<file path="config.mk">
export PLATFORM = sky130hd
export DESIGN_NAME = row_packer_feeder
export DESIGN_NICKNAME = d
export VERILOG_FILES = /design/src/rtl/cnn_pkg.sv /design/src/rtl/row_packer_feeder.sv
export SDC_FILE = /design/constraint.sdc
export NUM_CORES = 1
export LEC_CHECK = 0
export BUFFER_PORTS_ARGS = -buffer_cell sky130_fd_sc_hd__buf_4
export CAP_MARGIN = 10
export CORE_UTILIZATION = 57
export DETAILED_ROUTE_END_ITERATION = 8
export PLACE_DENSITY = 0.91
export SETUP_SLACK_MARGIN = 0.2
export SLEW_MARGIN = 40
export SYNTH_ARGS = -nofsm -noshare
export SYNTH_HDL_FRONTEND = slang
export SYNTH_SLANG_ARGS = --single-unit
</file>
<file path="constraint.sdc">
create_clock -name clk -period 4.2 [get_ports clk]
set_input_delay 0.42 -clock clk [delete_from_list [all_inputs] [get_ports clk]]
set_output_delay 0.42 -clock clk [all_outputs]
set_load 0.05 [all_outputs]
</file>
<file path="src/rtl/cnn_pkg.sv">
// cnn_pkg: shared feeder state encoding, pixel width and counter-width helpers for the conv pipeline
package cnn_pkg;
    typedef enum logic {FILL = 1'b0, WRITE = 1'b1} feed_state_t;
    localparam int DEF_DATA_BITS = 8;
    localparam int PIX_BITS = DEF_DATA_BITS;
    localparam int DEF_W = 24;
    localparam int DEF_H = 24;
    function automatic int cnt_bits(input int n);
        return (n < 2) ? 1 : $clog2(n);
    endfunction
    function automatic int tally_bits(input int n);
        return $clog2(n + 1);
    endfunction
    localparam int COL_BITS = cnt_bits(DEF_W);
    localparam int ROW_BITS = tally_bits(DEF_H);
endpackage

</file>
<file path="src/rtl/row_packer_feeder.sv">
// row_packer_feeder: packs W serial pixels into one row word per FIFO write and counts rows per frame.
// Optional FEEDER_LAST_CHECK_EN adds sticky o_err for s_last framing mismatches.
module row_packer_feeder
    import cnn_pkg::*;
#(
    parameter int W = DEF_W,
    parameter int H = DEF_H,
    parameter int DATA_BITS = PIX_BITS
) (
    input  logic                     clk,
    input  logic                     reset,
    input  logic                     s_valid,
    output logic                     s_ready,
    input  logic [DATA_BITS-1:0]     s_data,
    input  logic                     s_last,
    input  logic                     i_full,
    output logic                     o_wen,
    output logic [W*DATA_BITS-1:0]   o_wdata,
    output logic [tally_bits(H)-1:0] o_row_cnt,
`ifdef FEEDER_LAST_CHECK_EN
    output logic                     o_err,
`endif
    output logic                     o_frame_done
);
    localparam int CB = cnt_bits(W);
    localparam int RB = tally_bits(H);
    localparam logic [CB-1:0] COL_MAX = CB'(W - 1);
    localparam logic [RB-1:0] ROW_MAX = RB'(H - 1);
    feed_state_t state;
    logic [CB-1:0] col;
    logic [RB-1:0] rows;
    logic [W*DATA_BITS-1:0] row_q, row_nxt;
    logic accept, last_col;
    assign s_ready = state == FILL && !reset;
    assign accept = s_valid && s_ready;
    assign last_col = col == COL_MAX;
    // the write is combinational in WRITE, but never in a reset cycle
    assign o_wen = state == WRITE && !i_full && !reset;
    assign o_row_cnt = rows + RB'(o_wen);
    assign o_frame_done = o_wen && rows == ROW_MAX;
    always_comb begin
        row_nxt = row_q;
        row_nxt[col*DATA_BITS +: DATA_BITS] = s_data;
    end
    always_ff @(posedge clk) begin
        if (reset) begin
            state <= FILL;
            col <= '0;
            rows <= '0;
            row_q <= '0;
            o_wdata <= '0;
        end else if (state == FILL) begin
            if (accept) begin
                row_q <= row_nxt;
                col <= last_col ? '0 : col + 1'b1;
                if (last_col) begin
                    o_wdata <= row_nxt;
                    state <= WRITE;
                end
            end
        end else if (!i_full) begin
            rows <= rows == ROW_MAX ? '0 : rows + 1'b1;
            state <= FILL;
        end
    end
`ifdef FEEDER_LAST_CHECK_EN
    always_ff @(posedge clk) begin
        if (reset)
            o_err <= 1'b0;
        else if (accept && s_last != (rows == ROW_MAX && last_col))
            o_err <= 1'b1;
    end
`else
    logic unused_last;
    assign unused_last = s_last;
`endif
endmodule

</file>
==> impl_metrics.sql, run 1 <==
INSERT INTO impl_metrics (metric_group, metric, value, unit) VALUES
('status', 'outcome', 'completed', ''),
('cts', 'htreeDepth', '2', ''),
('timing', 'finalMaxSlewViolations', '0', ''),
('grt', 'grt_pass1_vias', '12100', ''),
('floorplan', 'design.die.area', '26980', 'µm²'),
('logic_synthesis', 'synth_nets', '1476', ''),
('floorplan', 'die_ht', '164.2', 'µm'),
('logic_synthesis', 'yosys.cell_types.count', '65', ''),
('cts', 'clock-sinks', '395', ''),
('worst_setup_path', 'worst-endpoint-arrival', '4.02', 'ns'),
('cts', 'resized_cells_post_cts', '0', ''),
('grt', 'globalRoute.totalOverflow', '0', ''),
('cts', 'clockBufferDepth', '3', ''),
('worst_setup_path', 'setup.reg_to_reg.worst_slack', '0.58', 'ns'),
('logic_synthesis', 'yosys_warnings', '0', ''),
('placement', 'io_buffer_count', '211', ''),
('logic_synthesis', 'post_synth_main_area_contributors', 'sky130_fd_sc_hd__dfxtp_1 (53%), sky130_fd_sc_hd__a22o_1 (8.4%), sky130_fd_sc_hd__mux2i_1 (5.9%)', ''),
('worst_setup_path', 'setup.worst_path.start', 'col[1]$_SDFFE_PP0P_', ''),
('timing', 'max_freq', '276.0', 'MHz'),
('timing', 'finalSetupViolations', '0', ''),
('logic_synthesis', 'synth_enable_flop_cells', '0', ''),
('worst_setup_path', 'critPathRequiredTime', '4.60', 'ns'),
('cts', 'post-cts-setup-buffers', '0', ''),
('worst_setup_path', 'critical_path.reg2reg.startpoint', 'col[1]$_SDFFE_PP0P_', ''),
('timing', 'final_hold_viol_count', '0', ''),
('logic_synthesis', 'postSynth.topFlopCell', 'sky130_fd_sc_hd__dfxtp_1', ''),
('cts', 'tritoncts', 'built', ''),
('power', 'irDropWorstVdd', '289.7', 'µV'),
('power', 'comb_power_share', '4.2', '%'),
('layout', 'final_core_util', '70.19', '%'),
('routing', 'drtPass1Iterations', '5', ''),
('min_path', 'min_from', 'i_full', ''),
('power', 'power_density', '434.7', 'nW/µm²'),
('grt', 'grt_max_degree', '85', ''),
('logic_synthesis', 'syn_area', '15000', 'µm²'),
('floorplan', 'die_w', '164.2', 'µm'),
('timing', 'timing.final.crit_share', '86.27', '%'),
('floorplan', 'row_count', '59', ''),
('min_path', 'hp-class', 'input port to flip-flop', ''),
('routing', 'vias', '12750', ''),
('run', 'maxCapViolCount', '0', ''),
('power', 'power.share.sequential', '47.5', '%'),
('logic_synthesis', 'synth_area_per_cell', '10.30', 'µm²'),
('floorplan', 'ios', '213', ''),
('floorplan', 'fp.coreArea', '25910', 'µm²'),
('timing', 'rsz0062_at_grt', 'false', ''),
('grt', 'grtUsageTotal', '31.86', '%'),
('worst_setup_path', 'setup.worst_path.start_class', 'flip-flop', ''),
('logic_synthesis', 'synthDominantCellAreaShare', '52.70', '%'),
('routing', 'routedWlPerCell', '22.29', 'µm'),
('logic_synthesis', 'synthArstFlopShare', '0', '%'),
('logic_synthesis', 'synth_seq_area_share', '52.70', '%'),
('routing', 'postRouteWirelength', '44040', 'µm'),
('layout', 'num-fill-cells', '1815', ''),
('placement', 'gp_congestion', '0.9064', ''),
('timing', 'worstMarginPinSlew', '0.8269', 'ns'),
('grt', 'antenna_found_initial', '0', ''),
('placement', 'half_perimeter_wire_length_of_the_detailed_placement_result', '27430', 'µm'),
('power', 'clkPwrFrac', '48.3', '%'),
('routing', 'route.antenna.remaining_nets', '0', ''),
('power', 'power_switching', '1739', 'µW'),
('cts', 'clk_slew_on_worst_s_h_paths', '0.07', 'ns'),
('power', 'power_report.internal_total', '6168', 'µW'),
('cts', 'cts_buf_count', '39', ''),
('layout', 'layoutNonFillerInstCount', '1976', ''),
('timing', 'totalNegativeSetupSlack', '0', 'ns'),
('power', 'power.static_leakage', '0.007508', 'µW'),
('cts', 'ctsHoldBuffers', '0', ''),
('floorplan', 'start_util', '57.91', '%'),
('grt', 'grt_first_pass_wirelength', '66960', 'µm'),
('cts', 'insertion_delay', '0.52', 'ns');
-- layout make-up --
class / count / area (µm²) / share of cell area, %
flip-flops and latches: 395 / 7908 / 43.48
multi-input cells: 896 / 6444 / 35.43
repair buffers: 243 / 1866 / 10.26
clock buffers: 50 / 1100 / 6.047
well taps: 335 / 419.2 / 2.305
clock inverters: 20 / 310.3 / 1.706
inverters: 37 / 141.4 / 0.7774
-- kinds of logic (layout without fill, tap and decap cells) --
| group | count (synthesis) | in the layout | synth area share [%] |
|---|---|---|---|
| DFF | 395 | 395 | 52.70 |
| buffers and inverters | 166 | 350 | 4.628 |
| AOI/OAI and AO/OA | 442 | 442 | 22.75 |
| muxes | 89 | 89 | 5.937 |
| and+or+nand+nor | 349 | 349 | 12.80 |
| adders and majority gates | 6 | 6 | 0.5003 |
| xor gates and xnor gates | 10 | 10 | 0.6838 |
-- placed cells by master (no fill, tap or decap), types with 32 or more instances in the layout --
cell type	synthesis	layout
sky130_fd_sc_hd__clkbuf_16	0	41
sky130_fd_sc_hd__dfxtp_1	395	395
sky130_fd_sc_hd__mux2i_1	89	89
sky130_fd_sc_hd__inv_1	37	36
sky130_fd_sc_hd__o211ai_1	32	32
sky130_fd_sc_hd__buf_4	5	239
sky130_fd_sc_hd__o21ai_0	105	105
sky130_fd_sc_hd__nand3_1	109	109
sky130_fd_sc_hd__a22o_1	144	144
sky130_fd_sc_hd__nand2_1	94	93
-- metal layers --
metal,global-route usage [%],vias up,share of wire [%]
met5,0,-,0
met4,14.77,0,4.5
met3,5.960,148,8.8
met2,50.86,698,46
met1,41.69,6158,41
li1,-,5748,-
-- stage by stage --
stage               setup slack, ns  area (µm²)  total power (µW)  hold WS (ns)
finish                       0.5765       18190              7907        0.1842
global route                 0.3034       18190              8086        0.2007
CTS                          0.6359       18160              7891        0.1755
detailed placement           0.6610       16750              4156        0.4456
global placement             0.7386       16740              4147        0.4405
floorplan                    0.7172       15000              4052        0.4320
-- sequential cells by signal, indices dropped and copies added, names as in the netlist --
register	count
col	5
o_wdata	192
row_q	192
rows	5
state	1
-- cells in the mapped netlist (all sizes together) (3+ instances only) --
cell	instances
nand3	110
nor2b	5
xnor2	5
a21oi	44
dfxtp	395
or3b	11
nand4	19
o32ai	24
clkbuf	89
o211ai	32
a31o	8
inv	37
nand2	94
ha	6
mux2i	89
a31oi	16
a221o	24
a22o	144
and2	15
o21ai	107
o2bb2ai	31
nor3b	4
xor2	5
nor4	20
nor2	20
and3	29
or4b	3
buf	40
nor3	10
-- worst paths after layout --
| kind | to | cells after the start |
|---|---|---|
| setup / recovery | o_wdata[177]$_SDFFE_PP0P_ | 9 |
| hold / removal | state$_SDFF_PP0_ | 3 |
| setup reg to reg | o_wdata[177]$_SDFFE_PP0P_ | 9 |
| hold reg to reg | o_wdata[82]$_SDFFE_PP0P_ | 2 |
-- power by group through the flow --
stage	sequential, µW	clock, µW	combinational (µW)
after floorplan	3840	0	213
after global placement	3840	0	308
after detailed placement	3840	0	316
after CTS	3760	3820	317
after global routing	3750	3990	346
final	3760	3820	332
-- worst max-delay path, stage by stage, from the launching register on --
cell	delay (ns)
sky130_fd_sc_hd__dfxtp_1	0.39
sky130_fd_sc_hd__inv_1	0.09
sky130_fd_sc_hd__ha_1	0.40
sky130_fd_sc_hd__inv_1	0.21
sky130_fd_sc_hd__nor3_1	0.18
sky130_fd_sc_hd__ha_1	0.34
sky130_fd_sc_hd__or4b_2	0.83
sky130_fd_sc_hd__nor2_2	0.53
sky130_fd_sc_hd__a21oi_1	0.15
sky130_fd_sc_hd__or3b_1	0.37
No activity file was read; power rests on OpenSTA's default activity.
==> run 2: changes to the inputs <==
--- a/config.mk
+++ b/config.mk
@@ -7,9 +7,11 @@
 export LEC_CHECK = 0
 export BUFFER_PORTS_ARGS = -buffer_cell sky130_fd_sc_hd__buf_4
 export CAP_MARGIN = 10
-export CORE_UTILIZATION = 57
+export CORE_UTILIZATION = 59
+export CTS_BUF_LIST = sky130_fd_sc_hd__clkbuf_8
 export DETAILED_ROUTE_END_ITERATION = 8
-export PLACE_DENSITY = 0.91
+export MAX_ROUTING_LAYER = met4
+export PLACE_DENSITY = 0.94
 export SETUP_SLACK_MARGIN = 0.2
 export SLEW_MARGIN = 40
 export SYNTH_ARGS = -nofsm -noshare
==> impl_metrics.sql, run 2 (synthesis gave the netlist of run 1 again) <==
INSERT INTO impl_metrics (metric_group, metric, value, unit) VALUES
('floorplan', 'die_w', '161.5', 'µm'),
('grt', 'grtUsageTotal', '34.03', '%'),
('timing', 'worstMarginPinSlew', '0.8767', 'ns'),
('floorplan', 'die_ht', '161.5', 'µm'),
('layout', 'drive_above_1_share', '23.19', '%'),
('floorplan', 'start_util', '60.98', '%'),
('placement', 'gp_congestion', '0.9360', ''),
('worst_setup_path', 'critical-path-slowest-cell', 'sky130_fd_sc_hd__or4b_2', ''),
('grt', 'antenna_found_initial', '0', ''),
('power', 'power.share.sequential', '52.8', '%'),
('grt', 'globalRoute.totalOverflow', '0', ''),
('routing', 'drtPass1Iterations', '5', ''),
('cts', 'resized_cells_post_cts', '0', ''),
('worst_setup_path', 'timing.critical_path.to_type', 'flip-flop', ''),
('cts', 'clock-sinks', '395', ''),
('grt', 'grt_max_degree', '90', ''),
('cts', 'htreeDepth', '2', ''),
('worst_setup_path', 'depth_of_the_worst_register_to_register_path', '9', ''),
('worst_setup_path', 'crit_chain', 'inv_1 -> ha_1 -> inv_1 -> nor3_1 -> ha_1 -> or4b_2 -> nor2_2 -> nand2_1 -> o2bb2ai_1', ''),
('worst_setup_path', 'reg2reg_to', 'row_q[178]$_SDFFE_PP0P_', ''),
('min_path', 'min_from', 'i_full', ''),
('cts', 'post-cts-setup-buffers', '0', ''),
('placement', 'dp.cells', '1897', ''),
('power', 'power_density', '397.4', 'nW/µm²'),
('placement', 'io_buffer_count', '211', ''),
('worst_setup_path', 'critical_path.reg2reg.startpoint', 'col[1]$_SDFFE_PP0P_', ''),
('layout', 'most_frequent_standard_cell_in_the_layout_excluding_fill_and_tap_cells', 'sky130_fd_sc_hd__dfxtp_1', ''),
('power', 'irDropWorstVdd', '310.9', 'µV'),
('min_path', 'holdPathEnd', 'state$_SDFF_PP0_', ''),
('routing', 'route.detailed.vias_per_inst', '6.457', ''),
('cts', 'ctsHoldBuffers', '0', ''),
('layout', 'finish.net_count', '1653', ''),
('layout', 'num-fill-cells', '1688', ''),
('worst_setup_path', 'critPathRequiredTime', '4.73', 'ns'),
('routing', 'route.antenna.remaining_nets', '0', ''),
('routing', 'detail_route.iter0.violations', '1667', ''),
('routing', 'post-route-drc-count', '0', ''),
('cts', 'clockBufferDepth', '3', ''),
('layout', 'top_regs', 'o_wdata: 192 flops, row_q: 192 flops', ''),
('run', 'maxCapViolCount', '0', ''),
('power', 'power.switching_fraction', '23.95', '%'),
('layout', 'num_antenna_cells', '0', ''),
('power', 'power_switching', '1706', 'µW'),
('layout', 'layoutNonFillerInstCount', '1997', ''),
('worst_setup_path', 'worst_path_dominant_cell_family', 'simple AND/OR/NAND/NOR gates', ''),
('timing', 'final_hold_viol_count', '0', ''),
('grt', 'grt_pass1_vias', '12190', ''),
('timing', 'totalNegativeSetupSlack', '0', 'ns'),
('placement', 'half_perimeter_wire_length_of_the_detailed_placement_result', '28040', 'µm'),
('power', 'power.static_leakage', '0.007494', 'µW'),
('cts', 'clk_slew_on_worst_s_h_paths', '0.07', 'ns'),
('timing', 'clock_skew', '0.03568', 'ns'),
('power', 'power_report.internal_total', '5415', 'µW'),
('routing', 'routedWlPerCell', '22.23', 'µm'),
('timing', 'max_freq', '272.3', 'MHz'),
('floorplan', 'row_count', '57', ''),
('power', 'clkPwrFrac', '42.5', '%'),
('timing', 'final.min_clock_period', '3.673', 'ns'),
('min_path', 'hp-class', 'input port to flip-flop', ''),
('timing', 'rsz0062_at_grt', 'false', ''),
('cts', 'cts_buf_count', '58', ''),
('status', 'outcome', 'completed', ''),
('worst_setup_path', 'worst-endpoint-arrival', '4.20', 'ns'),
('cts', 'cts.root.buffer_cell', 'sky130_fd_sc_hd__clkbuf_8', ''),
('grt', 'grt_first_pass_wirelength', '68090', 'µm'),
('layout', 'syn2layout_area_growth', '19.40', '%'),
('min_path', 'timing.hold.worst_path_depth', '3', ''),
('floorplan', 'fp.coreArea', '24600', 'µm²'),
('worst_setup_path', 'crit_path_cell_count', '9', ''),
('worst_setup_path', 'setup.reg_to_reg.worst_slack', '0.53', 'ns'),
('floorplan', 'ios', '213', ''),
('routing', 'postRouteWirelength', '44390', 'µm'),
('cts', 'tritoncts', 'built', ''),
('worst_setup_path', 'setup.worst_path.start_class', 'flip-flop', ''),
('timing', 'finalSetupViolations', '0', ''),
('timing', 'finalMaxSlewViolations', '0', ''),
('worst_setup_path', 'path_class', 'flip-flop to flip-flop', ''),
('worst_setup_path', 'crit_path_max_cell_delay', '0.85', 'ns'),
('power', 'comb_power_share', '4.7', '%'),
('floorplan', 'design.die.area', '26070', 'µm²'),
('routing', 'vias', '12900', ''),
('timing', 'timing.final.crit_share', '87.45', '%'),
('layout', 'layout.cells.most_common_list', 'sky130_fd_sc_hd__dfxtp_1 (395), sky130_fd_sc_hd__buf_4 (242), sky130_fd_sc_hd__a22o_1 (144)', ''),
('worst_setup_path', 'critical_path_buf_inv_count', '2', ''),
('cts', 'insertion_delay', '0.60', 'ns'),
('timing', 'slew_headroom', '41.56', '%'),
('worst_setup_path', 'cp_max_fo', '15', '');
==> run 2: cell count changes in the layout (fill, tap and decap cells not counted) <==
cell                         previous run  this run
sky130_fd_sc_hd__and3_2                 6         3
sky130_fd_sc_hd__o31a_1                 2         1
sky130_fd_sc_hd__bufinv_16              8         1
sky130_fd_sc_hd__clkbuf_1               5         0
sky130_fd_sc_hd__clkbuf_16             41         0
sky130_fd_sc_hd__clkbuf_8               4        72
sky130_fd_sc_hd__clkinvlp_4             4         2
sky130_fd_sc_hd__buf_4                239       242
sky130_fd_sc_hd__clkinv_2               8         5
sky130_fd_sc_hd__o31a_2                 0         1
sky130_fd_sc_hd__inv_1                 36        55
sky130_fd_sc_hd__and3_1                23        26
==> run 2: worst max path at each step <==
stage | start | to | slack (ns)
after floorplan | reset | o_row_cnt[4] | 0.72
after global placement | col[1]$_SDFFE_PP0P_ | o_wdata[183]$_SDFFE_PP0P_ | 0.73
after detailed placement | col[1]$_SDFFE_PP0P_ | o_wdata[176]$_SDFFE_PP0P_ | 0.61
after CTS | col[1]$_SDFFE_PP0P_ | o_wdata[176]$_SDFFE_PP0P_ | 0.60
after global routing | col[1]$_SDFFE_PP0P_ | row_q[182]$_SDFFE_PP0P_ | 0.30
final | col[1]$_SDFFE_PP0P_ | row_q[178]$_SDFFE_PP0P_ | 0.53
==> run 2: layout make-up <==
| class | count | area (µm²) | share of cell area [%] |
|---|---|---|---|
| Multi-Input combinational cell | 896 | 6441 | 35.95 |
| Clock buffer | 72 | 991.0 | 5.531 |
| Timing Repair Buffer | 246 | 1888 | 10.54 |
| Clock inverter | 27 | 141.4 | 0.7892 |
| Tap cell | 324 | 405.4 | 2.263 |
| Sequential cell | 395 | 7908 | 44.14 |
| Inverter | 37 | 141.4 | 0.7892 |
==> run 2: worst min-delay path, cell delays in order <==
cell and delay, ns:
sky130_fd_sc_hd__buf_4 0.12, sky130_fd_sc_hd__nand2_1 0.07, sky130_fd_sc_hd__o21ai_0 0.07
==> run 2: power groups by stage <==
stage	Sequential, µW	Clock (µW)	Combinational [µW]
floorplan	3840	0	213
global placement	3840	0	309
detailed placement	3840	0	318
CTS	3760	3020	320
global route	3760	3200	349
finish	3760	3030	336
==> run 2: routing by layer <==
layer  share of wire (%)  vias up  GRT usage [%]
met5                   0        -              -
met4                 3.5        0          14.24
met3                 9.7      131          6.651
met2                  46      760          53.04
met1                  40     6216          43.22
li1                    -     5788              -
==> run 2: metrics by stage <==
step / cell area [µm²] / utilization [%] / total power [µW] / worst slack, ns / hold WS (ns)
after detailed placement: 16760 / 68.14 / 4158 / 0.6146 / 0.4473
after global placement: 16760 / 68.12 / 4149 / 0.7329 / 0.4380
after CTS: 17900 / 72.74 / 7095 / 0.5953 / 0.1395
after global routing: 17920 / 72.81 / 7308 / 0.2976 / 0.1615
after floorplan: 15000 / - / 4052 / 0.7172 / 0.4320
final: 17920 / 72.81 / 7120 / 0.5269 / 0.1615
